<file path="src/rtl/gray_count_pkg.sv">
// Shared helpers for the gray-coded event counter crossing.
package gray_count_pkg;

  localparam int DEFAULT_SYNC_STAGES = 2;

  // Gray to binary: each binary bit is the XOR of all gray bits at or above it.
  // Works for any width up to 32 when the value is zero-extended.
  function automatic logic [31:0] gray2bin(input logic [31:0] g);
    logic [31:0] b;
    b = g;
    b = b ^ (b >> 1);
    b = b ^ (b >> 2);
    b = b ^ (b >> 4);
    b = b ^ (b >> 8);
    b = b ^ (b >> 16);
    return b;
  endfunction

  // Binary to gray, used on the source side of the crossing.
  function automatic logic [31:0] bin2gray(input logic [31:0] b);
    return b ^ (b >> 1);
  endfunction

endpackage

</file>
<file path="src/rtl/gray_count_rx_sync.sv">
// Plain flop chain for a gray-coded bus; only one bit moves per source step,
// so per-bit synchronization is safe.
module sync_ff_bus #(
  parameter int WIDTH  = 4,
  parameter int STAGES = 2
) (
  input  logic             clk,
  input  logic             reset,
  input  logic [WIDTH-1:0] i_d,
  output logic [WIDTH-1:0] o_q
);

  logic [WIDTH-1:0] r_stage [STAGES];

  // Shift the bus through the synchronizer stages.
  always_ff @(posedge clk) begin
    if (reset) begin
      for (int i = 0; i < STAGES; i++) r_stage[i] <= '0;
    end else begin
      r_stage[0] <= i_d;
      for (int i = 1; i < STAGES; i++) r_stage[i] <= r_stage[i-1];
    end
  end

  assign o_q = r_stage[STAGES-1];

endmodule

</file>
<file path="src/rtl/gray_count_rx.sv">
// Destination side of the gray counter crossing: synchronize, decode, and
// turn per-sample count deltas into a poppable pool of pending events.
module gray_count_rx
  import gray_count_pkg::*;
#(
  parameter int WIDTH_P       = 4,
  parameter int SYNC_STAGES_P = DEFAULT_SYNC_STAGES,
  parameter int PEND_W_P      = 8
) (
  input  logic                clk,
  input  logic                reset,
  input  logic [WIDTH_P-1:0]  gray_in,
  input  logic                clr,
  input  logic                pop_ready,
  output logic                pop_valid,
  output logic [PEND_W_P-1:0] pending,
  output logic [WIDTH_P-1:0]  val,
  output logic                non_zero,
  output logic                ovf
);

  localparam int SUM_W = PEND_W_P + 1;

  logic [WIDTH_P-1:0]  w_gray_q;
  logic [31:0]         w_bin_full;
  logic                w_unused_bin_hi;
  logic [WIDTH_P-1:0]  w_delta;
  logic                w_pop;
  logic [SUM_W-1:0]    w_sum;

  logic [WIDTH_P-1:0]  r_cur_bin;
  logic [WIDTH_P-1:0]  r_last_bin;
  logic [PEND_W_P-1:0] r_pending;
  logic                r_ovf;

  sync_ff_bus #(
    .WIDTH  (WIDTH_P),
    .STAGES (SYNC_STAGES_P)
  ) u_sync (
    .clk   (clk),
    .reset (reset),
    .i_d   (gray_in),
    .o_q   (w_gray_q)
  );

  assign w_bin_full      = gray2bin(32'(w_gray_q));
  assign w_unused_bin_hi = ^w_bin_full[31:WIDTH_P];

  // Modular subtraction makes the 2^WIDTH_P-1 -> 0 wrap count as a single step.
  assign w_delta = r_cur_bin - r_last_bin;
  assign w_pop   = pop_valid && pop_ready;
  // One extra bit catches saturation; pops only occur when pending is nonzero,
  // so the subtraction never underflows.
  assign w_sum   = {1'b0, r_pending} + SUM_W'(w_delta) - SUM_W'(w_pop);

  // Register the decoded count and remember the previous sample for the delta.
  always_ff @(posedge clk) begin
    if (reset) begin
      r_cur_bin  <= '0;
      r_last_bin <= '0;
    end else begin
      r_cur_bin  <= w_bin_full[WIDTH_P-1:0];
      r_last_bin <= r_cur_bin;
    end
  end

  // Pending-event pool with saturation and sticky overflow; clr drops this cycle's delta and pop.
  always_ff @(posedge clk) begin
    if (reset) begin
      r_pending <= '0;
      r_ovf     <= 1'b0;
    end else if (clr) begin
      r_pending <= '0;
      r_ovf     <= 1'b0;
    end else if (w_sum[PEND_W_P]) begin
      r_pending <= '1;
      r_ovf     <= 1'b1;
    end else begin
      r_pending <= w_sum[PEND_W_P-1:0];
    end
  end

  assign pending   = r_pending;
  assign pop_valid = |r_pending;
  assign val       = r_cur_bin;
  assign non_zero  = |r_cur_bin;
  assign ovf       = r_ovf;

endmodule

</file>
<file path="config.mk">
export PLATFORM = sky130hd
export DESIGN_NAME = gray_count_rx
export DESIGN_NICKNAME = d
export VERILOG_FILES = /design/src/rtl/gray_count_pkg.sv /design/src/rtl/gray_count_rx_sync.sv /design/src/rtl/gray_count_rx.sv
export SDC_FILE = /design/constraint.sdc
export NUM_CORES = 1
export LEC_CHECK = 0
export CORE_MARGIN = 4
export CORE_UTILIZATION = 30
export DETAILED_ROUTE_END_ITERATION = 6
export PLACE_DENSITY = 0.59
export SYNTH_ARGS = -nofsm -noshare
export SYNTH_HDL_FRONTEND = slang
export SYNTH_HIERARCHICAL = 1
export SYNTH_SLANG_ARGS = --single-unit
</file>
<file path="constraint.sdc">
create_clock -name clk -period 3.14 [get_ports clk]
set_input_delay 0.785 -clock clk [delete_from_list [all_inputs] [get_ports clk]]
set_output_delay 0.785 -clock clk [all_outputs]
set_load 0.05 [all_outputs]
</file>
Word-level counts from Yosys, hierarchy flattened
Memories as Yosys holds them, arrays and structs flattened.
Index checks and enable logic that the tools add are counted.
{"block": "classes", "addsub": 3, "muxes": 6, "bitwise": 7, "reduce_logical": 4}
{"op": "4-bit by 1-bit XOR with 4-bit output (second input constant)", "count": 3}
{"op": "8-bit by 4-bit adder with 9-bit output", "count": 1}
{"op": "9-bit by 1-bit subtractor with 9-bit output", "count": 1}
{"op": "4-bit two-way mux", "count": 2}
{"op": "8-bit two-way mux", "count": 1}
{"op": "8-bit OR reduction", "count": 1}
{"op": "4-bit OR reduction", "count": 1}
{"op": "4-bit subtractor", "count": 1}
{"op": "4-bit by 2-bit XOR with 4-bit output", "count": 1}
{"op": "4-bit by 3-bit XOR with 4-bit output", "count": 1}
{"op": "1-bit two-way mux", "count": 3}
{"op": "1-bit OR", "count": 2}
{"op": "2-bit OR reduction", "count": 1}
{"op": "1-bit logical AND", "count": 1}
{"block": "totals", "n_memories": 1, "inputBits": 8, "out_inout_bits": 15, "wordCells": 25, "reg_bits": 17, "ram_bits": 8}
{"memory": "u_sync.r_stage", "depth": 2, "word_bits": 4, "read_ports": 2, "rd_clocked_by_memory_dff": 0, "wr": 2, "line": "gray_count_rx_sync.sv:13", "source": "logic [WIDTH-1:0] r_stage [STAGES];"}

Depth between registers and ports, before layout
Gate-level depths: netlist (run 1).
{"block": "logic_depth", "ltp_word": 5, "mapped_depth": 14, "ltp_nobuf": 14}

By module
The synthesis (run 1) kept the hierarchy.
{"module": "gray_count_rx", "cells_per_inst": 119, "instances": 1, "seq_area_each_um2": 340.3, "area_each_um2": 1079.8}
{"module": "sync_ff_bus", "cells_per_inst": 20, "instances": 1, "seq_area_each_um2": 160.2, "area_each_um2": 240.2}

Worst setup path after synthesis (run 1)
Ideal clock, no wire load.
{"block": "synth_path", "path_kind": "reg-to-reg", "from": "reg r_pending[1] (netlist: pending[1])", "to": "reg r_ovf (netlist: ovf)", "slack_ps": -416, "setup_time_ps": 130, "stages_incl_launch_ff": 13, "n_path_buf": 0, "synth_period_minus_slack_ps": 3556, "required_ps": 3010, "arrival_time_ps": 3426, "cell_sequence": "dfxtp_1 nor4_1 nand3_1 and2_1 ha_1 inv_1 ha_1 fa_1 a211oi_2 o21ai_1 a221oi_2 xnor2_2 a21oi_1"}
{"block": "synth_between", "elab_chain_len": 3, "elab_cells_between_ends": 4, "classes_between": "add/sub (2); reduce/logical (2)"}
{"item": "start, declared", "line": "gray_count_rx.sv:33", "source": "logic [PEND_W_P-1:0] r_pending;"}
{"item": "start signal, assigned", "line": "gray_count_rx.sv:79", "source": "r_pending <= w_sum[PEND_W_P-1:0];"}
{"item": "8-bit OR reduction", "line": "gray_count_rx.sv:84", "source": "assign pop_valid = |r_pending;"}
{"item": "named net pop_valid", "line": "gray_count_rx.sv:15", "source": "output logic pop_valid,"}
{"item": "1-bit logical AND", "line": "gray_count_rx.sv:51", "source": "assign w_pop = pop_valid && pop_ready;"}
{"item": "9-bit by 1-bit subtractor with 9-bit output", "line": "gray_count_rx.sv:54", "source": "assign w_sum = {1'b0, r_pending} + SUM_W'(w_delta) - SUM_W'(w_pop);"}
{"item": "end signal, assigned", "line": "gray_count_rx.sv:71", "source": "r_ovf <= 1'b0;"}
{"item": "end signal, assigned", "line": "gray_count_rx.sv:74", "source": "r_ovf <= 1'b0;"}
{"item": "end signal, assigned", "line": "gray_count_rx.sv:77", "source": "r_ovf <= 1'b1;"}
{"item": "end, declared", "line": "gray_count_rx.sv:34", "source": "logic r_ovf;"}
The timed path passes the listed nets, and every way through them passes these cells.
A chain may end at the register's enable or synchronous reset.

Worst setup path after layout (run 1)
{"block": "layout_path", "from": "in pop_ready", "to": "reg r_pending[4] (netlist: pending[4])"}
{"block": "layout_between", "elab_chain_len": 3}
{"item": "start, declared", "line": "gray_count_rx.sv:14", "source": "input logic pop_ready,"}
{"item": "1-bit logical AND", "line": "gray_count_rx.sv:51"}
{"item": "9-bit by 1-bit subtractor with 9-bit output", "line": "gray_count_rx.sv:54"}
{"item": "8-bit two-way mux", "line": "gray_count_rx.sv:75", "source": "end else if (w_sum[PEND_W_P]) begin"}
No other way between the ends.

==> results of run 1 <==
## worst reg2reg max path, delay by kind of cell, from the launching register on
family	cells	cell delay [ns]
adders and majority gates	4	1.30
AOI/OAI and AO/OA	4	0.69
buffers and inverters	5	0.40
DFF	1	0.34
xor gates and xnor gates	1	0.17
## layout make-up
type                       count  share of cell area
clock buffer                   3              0.0232
clock inverter                 1             0.00351
inverter                      24              0.0513
multi-input combinational     86               0.453
sequential                    25               0.290
tap                           50              0.0351
timing repair buffer          27               0.145
## routing by layer
metal / GRT usage / vias to the layer above
met5: 0 / -
met1: 0.124 / 442
met2: 0.177 / 15
met4: 0.0553 / 0
met3: 0.0176 / 4
li1: - / 500
## kinds of logic after synthesis
group	share of synthesized area
buffers and inverters	0.0948
and+or+nand+nor	0.119
AOI/OAI and AO/OA	0.123
DFF	0.379
adders and majority gates	0.191
xor gates and xnor gates	0.0919
## cell usage after synthesis, drive strengths merged
cell type and count:
dfxtp 25, inv 23, ha 17, a21oi 13, nor2b 12, nor2 7
xnor2 7, xor2 6, buf 5, a21o 3, o21ai 3, a211oi 2
fa 2, nand2 2, a221oi 1, and2 1, and3 1, clkinvlp 1
nand2b 1, nand3 1, nor4 1, o21bai 1, o22ai 1, o311a 1
or2 1, or4 1
## final timing paths
path,end,slack [ns],cells after the start
worst min-delay path,u_sync/r_stage[0][4]$_SDFF_PP0_,0.44,1
worst max register to register,pending[4]$_SDFF_PP0_,0.14,14
worst max-delay path,pending[4]$_SDFF_PP0_,0.08,12
worst min register to register,u_sync/r_stage[0][4]$_SDFF_PP0_,0.44,1
## timing repair
item,CTS,global route
cloned,1,0
buffers inserted,2,0
pin swaps,2,10
gates resized for setup,2,17
endpoints found under the hold margin,0,0
setup endpoints to repair,7,9
## stage by stage
stage | util | instances | setup TNS [ns]
finish | 0.433 | 216 | 0
global route | 0.433 | 216 | -0.626
CTS | 0.417 | 216 | 0
detailed placement | 0.397 | 209 | -2.27
global placement | 0.397 | 209 | -1.69
floorplan | - | 139 | 0
## layout by cell type (no fill, tap or decap), drive strengths merged, types with 2 or more instances in the layout
master and n:
clkdlybuf4s50 22, buf 5, nor2b 12, clkbuf 3
nor2 7, xor2 6, dfxtp 25, ha 17
inv 24, o21ai 3, a211oi 2, fa 2
nand2 2, xnor2 8, a21o 3, a21oi 13
## state kept, by name (all words and copies together), names as in the netlist
| name | flops |
|---|---|
| val | 4 |
| pending | 8 |
| u_sync/r_stage | 8 |
| r_last_bin | 4 |
| ovf | 1 |
==> flow_summary.ini, run 1 <==
[finish]
antenna_cells = 0
drive_gt1_frac = 0.259
multi_input_area_sq_um = 806
synthToLayoutAreaGrowth_pct = 34.9
final_nets = 194
stdcell_area_sq_mm = 0.00178
fill_cells = 409
seq_area_sq_um = 515

[placed_design]
dp_hpwl_mm = 1.92
gp_congestion = 0.795
placed_area_sq_mm = 0.00163
dp_slack_ns = -0.264
portBuffers = 22

[flow_run]
cap_violations = 0

[status]
status = complete, no violations

[route]
drt_iter0_drc = 36
wl_per_cell_um = 12.1
wl_met3_um = 71
ant_nets = 0
drc = 0
wirelength_met1_mm = 1.19
drt_pre_antenna_iters = 4
wirelength_mm = 2.62
viasPerCell = 4.45
wl_met2_mm = 1.31
top_layer_used = met4
vias = 961

[hold_path]
hold_path.class = flop to flop
min_from = u_sync/r_stage[0][0]$_SDFF_PP0_

[die]
die_height_um = 74.3
die_area_sq_mm = 0.00552
rows = 23
die_w_um = 74.3
start_util = 0.321
fp.coreArea_sq_mm = 0.00412
pin_count = 23

[clock_tree]
numCtsBuffers = 3
cts-root-buf = clkbuf_8
clk_pin_slew_ns = 0.10
cts_hold_buffers = 0
clk_path_buf_depth = 2
clock_sinks = 25
clk_latency_ns = 0.28
htreeDepth = 1
cts_tree = built

[setup_path]
cp_slowest_cell = fa_2
path_cells = clkdlybuf4s50_1, and2_1, ha_1, inv_2, ha_4, fa_2, a211oi_2, o21ai_2, a221oi_2, buf_4, xnor2_4, a21oi_2
required_ns = 3.31
critPathBufInv = 3
crit_path_start_kind = input port
critPathArrivalTime_ns = 3.23
cpPeakStageDelay_ns = 0.39
cp-startpoint = pop_ready
path_class = input port to flop
timing.rr.start = val[0]$_SDFF_PP0_
critical-path-top-delay-family = adder cells
end_kind = flop
crit_fanout = 5

[synthesis]
ys_ff_latch = 25
syn_inst = 139
synth_top_area_cell = dfxtp_1
ys_types = 31
avgSynthCellArea_sq_um = 9.50
synth.top_cell.area_share = 0.379
yosysSeqAreaShare = 0.379
syn_area_sq_mm = 0.00132
yosys-top-cells-area = dfxtp_1 38%, ha_1 16%, inv_1 6.5%
ys_warn_count = 6
synth_nets = 166

[timing]
period_minus_slack_ns = 3.06
holdWs_ns = 0.443
setup_viol = 0
setup_slack_ns = 0.0800
slew_headroom = 0.662
max_freq_mhz = 327
worst_pin_slew_ns = 0.505
slew_viol_final = 0
finalCritPeriodShare = 0.975
fin_skew_ns = 0.00487
finalHoldViolations = 0

[global_routing]
grt_antenna_before_repair = 0
grt_pass1_vias = 989
grt_overflow_total = 0
grt_max_degree = 18
grt_pass1_wl_mm = 4.38
track_usage = 0.104
Power of run 1 is not shown: default switching activity piles up to over one toggle a cycle in this logic, so the estimate is an artifact.
==> run 2: changes to the inputs <==
--- a/config.mk
+++ b/config.mk
@@ -6,9 +6,9 @@
 export NUM_CORES = 1
 export LEC_CHECK = 0
 export CORE_MARGIN = 4
-export CORE_UTILIZATION = 30
+export CORE_UTILIZATION = 42
 export DETAILED_ROUTE_END_ITERATION = 6
-export PLACE_DENSITY = 0.59
+export PLACE_DENSITY = 0.75
 export SYNTH_ARGS = -nofsm -noshare
 export SYNTH_HDL_FRONTEND = slang
 export SYNTH_HIERARCHICAL = 1
==> flow_summary.ini, run 2 (synthesis results as in run 1) <==
[setup_path]
cpPeakStageDelay_ns = 0.39
cp_slowest_cell = clkdlybuf4s50_1
path_cells = clkdlybuf4s50_1, and2_1, ha_1, inv_1, ha_1, fa_2, a211oi_2, o21ai_1, a221oi_2, buf_4, xnor2_2, a21oi_1
end_kind = flop
crit_fanout = 5
crit_path_start_kind = input port
critPathBufInv = 3
critPathArrivalTime_ns = 3.24
path_class = input port to flop
required_ns = 3.34
critical-path-top-delay-family = adder cells
cp_common_cell = ha_1

[clock_tree]
cts_tree = built
clk_path_buf_depth = 2
clk_latency_ns = 0.31
clk_pin_slew_ns = 0.13
cts-root-buf = clkbuf_4
clock_sinks = 25
htreeDepth = 1
numCtsBuffers = 3

[timing]
holdWs_ns = 0.456
setup_viol = 0
slew_headroom = 0.664
period_minus_slack_ns = 3.04
finalHoldViolations = 0
worst_pin_slew_ns = 0.502
fin_skew_ns = 0.00312
slew_viol_final = 0
max_freq_mhz = 329
finalCritPeriodShare = 0.967

[finish]
final_nets = 193
synthToLayoutAreaGrowth_pct = 27.6
final_util = 0.556
drive_gt1_frac = 0.176
fill_cells = 280
stdcell_area_sq_mm = 0.00168
multi_input_area_sq_um = 744
final_cell_mix = 23 x inv_1, 22 x clkdlybuf4s50_1, 17 x ha_1, 16 x dfxtp_1
antenna_cells = 0
final_common_cell = inv_1
seq_area_sq_um = 514
final_cell_count_no_fill = 209

[placed_design]
placed_area_sq_mm = 0.00163
dp_hpwl_mm = 1.91
placed_cells = 203
portBuffers = 22
gp_congestion = 0.832

[die]
start_util = 0.436
pin_count = 23
fp.coreArea_sq_mm = 0.00303
die_w_um = 64.1
die_height_um = 64.1
rows = 20
die_area_sq_mm = 0.00410

[hold_path]
hold_path.class = flop to flop

[global_routing]
grt_overflow_total = 0
grt_antenna_before_repair = 0
grt_pass1_wl_mm = 3.99
grt_max_degree = 18
grt_pass1_vias = 931
track_usage = 0.124

[route]
drt_pre_antenna_iters = 4
wirelength_mm = 2.34
ant_nets = 0
drc = 0
viasPerCell = 4.66
drt_iter0_drc = 31
wl_per_cell_um = 11.2
vias = 973

[status]
status = complete, no violations

[flow_run]
cap_violations = 0
-- run 2: layer usage --
metal	share of wire	vias to the layer above	track usage
li1	-	497	-
met1	0.45	445	0.148
met2	0.48	27	0.210
met3	0.050	4	0.0422
met4	0.015	0	0.0323
met5	0	-	0
-- run 2: cell type report --
type / instances / area share
Clock buffer: 3 / 0.0134
Inverter: 24 / 0.0542
Tap cell: 44 / 0.0327
Clock inverter: 1 / 0.00371
Sequential cell: 25 / 0.305
Timing Repair Buffer: 26 / 0.149
Multi-Input combinational cell: 86 / 0.442
-- run 2: per-stage QoR --
stage                     setup TNS, ns  setup slack [ns]
after CTS                             0            0.0632
after detailed placement          -2.12            -0.249
after global placement            -1.65            -0.187
after global routing             -0.243           -0.0493
after floorplan                       0        0.00000666
final                                 0             0.103
-- run 2: worst paths after layout --
check                                                     start                         endpoint  slack (ns)  cells past startpoint
worst max-delay path                                  pop_ready            pending[1]$_SDFF_PP0_        0.10                     12
worst min register to register  u_sync/r_stage[0][0]$_SDFF_PP0_  u_sync/r_stage[0][4]$_SDFF_PP0_        0.46                      1
worst max register to register                val[0]$_SDFF_PP0_            pending[1]$_SDFF_PP0_        0.11                     14
worst min-delay path            u_sync/r_stage[0][0]$_SDFF_PP0_  u_sync/r_stage[0][4]$_SDFF_PP0_        0.46                      1
-- run 2: timing repair --
item	in CTS	in global routing
hold buffers	0	0
setup buffers	0	1
gates resized for setup	0	3
endpoints found under the setup margin	0	9
-- run 2: worst reg2reg max path, delay by kind of cell (launching register included) --
family                   cells  cell delay, ns
XOR/XNOR                     1            0.16
adder cells (fa/ha/maj)      4            1.28
flip-flops                   1            0.35
buffers and inverters        5            0.42
AO/OA/AOI/OAI                4            0.72
Power of run 2 is left out for the same reason.
==> run 3: changes to the inputs <==
--- a/config.mk
+++ b/config.mk
@@ -9,6 +9,7 @@
 export CORE_UTILIZATION = 42
 export DETAILED_ROUTE_END_ITERATION = 6
 export PLACE_DENSITY = 0.75
+export SKIP_CTS_REPAIR_TIMING = 1
 export SYNTH_ARGS = -nofsm -noshare
 export SYNTH_HDL_FRONTEND = slang
 export SYNTH_HIERARCHICAL = 1
==> constraint.sdc (replaced) <==
create_clock -name clk -period 2.86 [get_ports clk]
set_input_delay 0.715 -clock clk [delete_from_list [all_inputs] [get_ports clk]]
set_output_delay 0.715 -clock clk [all_outputs]
set_load 0.05 [all_outputs]
==> flow_summary.ini, run 3 (synthesis results as in run 1) <==
[setup_path]
cpPeakStageDelay_ns = 0.49
reg2regPathDepth = 13
path_class = flop to flop
crit_fanout = 4
timing.rr.start = val[0]$_SDFF_PP0_
crit_path_start_kind = flop
end_kind = flop
critPathArrivalTime_ns = 3.12
reg2reg_to = pending[4]$_SDFF_PP0_
cp_slowest_cell = fa_1
critPathBufInv = 4
required_ns = 3.05
critical-path-top-delay-family = adder cells
path_cells = inv_2, ha_4, inv_2, fa_1, inv_2, ha_4, inv_2, fa_2, a211oi_2, o21ai_2, a221oi_4, xnor2_1, a21oi_1
cp_common_cell = inv_2
reg2reg_slack_ns = -0.07

[hold_path]
hold_path.class = flop to flop
hold_end = u_sync/r_stage[0][7]$_SDFF_PP0_
hold_depth = 1
min_from = u_sync/r_stage[0][3]$_SDFF_PP0_

[timing]
max_freq_mhz = 341
period_minus_slack_ns = 2.93
fin_tns_setup_ns = -0.302
finalHoldViolations = 0
slew_viol_final = 0
slew_headroom = 0.663
worst_pin_slew_ns = 0.503
fin_skew_ns = 0.0166
rsz0062_at_grt = yes
holdWs_ns = 0.453
finalCritPeriodShare = 1.02
setup_viol = 8
setup_slack_ns = -0.0709

[finish]
fill_cells = 260
multi_input_area_sq_um = 810
seq_area_sq_um = 518
final_nets = 197
drive_gt1_frac = 0.266
synthToLayoutAreaGrowth_pct = 35.2
final_common_cell = clkdlybuf4s50_1
final_cell_mix = 22 x clkdlybuf4s50_1, 18 x inv_1, 15 x dfxtp_1, 13 x ha_1
antenna_cells = 0

[die]
die_area_sq_mm = 0.00410
die_height_um = 64.1
start_util = 0.436
die_w_um = 64.1
rows = 20
fp.coreArea_sq_mm = 0.00303
pin_count = 23

[clock_tree]
clk_latency_ns = 0.32
clk_pin_slew_ns = 0.14
cts-root-buf = clkbuf_4
clock_sinks = 25
clk_path_buf_depth = 2
cts_tree = built
numCtsBuffers = 3
htreeDepth = 1

[global_routing]
grt_antenna_before_repair = 0
grt_pass1_wl_mm = 4.24
grt_max_degree = 18
track_usage = 0.130
grt_pass1_vias = 1020
grt_overflow_total = 0

[route]
drt_iter0_drc = 26
drc = 0
vias = 974
wirelength_mm = 2.50
drt_pre_antenna_iters = 4
wl_per_cell_um = 11.7
viasPerCell = 4.57
ant_nets = 0

[placed_design]
gp_congestion = 0.854
dp_hpwl_mm = 1.99
portBuffers = 22

[flow_run]
cap_violations = 0

[status]
violations = negative setup slack
status = complete, but fails checks
[run 3: worst reg2reg max path, stage by stage, from the launching register on]
cell and delay, ns:
dfxtp_2 0.35, inv_2 0.08, ha_4 0.13, inv_2 0.04, fa_1 0.49, inv_2 0.05
ha_4 0.25, inv_2 0.04, fa_2 0.39, a211oi_2 0.21, o21ai_2 0.11, a221oi_4 0.30
xnor2_1 0.24, a21oi_1 0.11
[run 3: layer usage]
metal  global-route usage  vias to the layer above  part of all wire
li1                     -                      505                 -
met2                0.225                       27              0.49
met1                0.165                      440              0.46
met5                    0                        -                 0
met3               0.0246                        2             0.036
met4               0.0323                        0            0.0056
[run 3: metrics by stage]
stage / worst slack [ns] / utilization / instances / cell area (sq um)
4_1_cts: -0.141 / 0.568 / 211 / 1720
3_3_place_gp: -0.294 / 0.558 / 207 / 1690
5_1_grt: -0.177 / 0.589 / 213 / 1780
3_5_place_dp: -0.368 / 0.558 / 207 / 1690
6_report: -0.0709 / 0.589 / 213 / 1780
2_1_floorplan: -0.109 / - / 139 / 1400
[run 3: worst max path at each step]
stage / start / endpoint / slack (ns) / cells past startpoint
final: val[0]$_SDFF_PP0_ / pending[4]$_SDFF_PP0_ / -0.07 / 13
after global routing: val[0]$_SDFF_PP0_ / ovf$_SDFFE_PP0P_ / -0.18 / 13
after CTS: val[0]$_SDFF_PP0_ / pending[5]$_SDFF_PP0_ / -0.14 / 13
after detailed placement: pop_ready / pending[5]$_SDFF_PP0_ / -0.37 / 11
after global placement: pop_ready / pending[6]$_SDFF_PP0_ / -0.29 / 11
after floorplan: pending[0]$_SDFF_PP0_ / pending[1]$_SDFF_PP0_ / -0.11 / 12
[run 3: final cells by class]
class | instances | share of cell area
Inverter | 24 | 0.0512
Sequential cell | 25 | 0.290
Timing Repair Buffer | 30 | 0.157
Multi-Input combinational cell | 86 | 0.454
Tap cell | 44 | 0.0309
Clock buffer | 3 | 0.0126
Clock inverter | 1 | 0.00421
Power of run 3 is left out for the same reason.
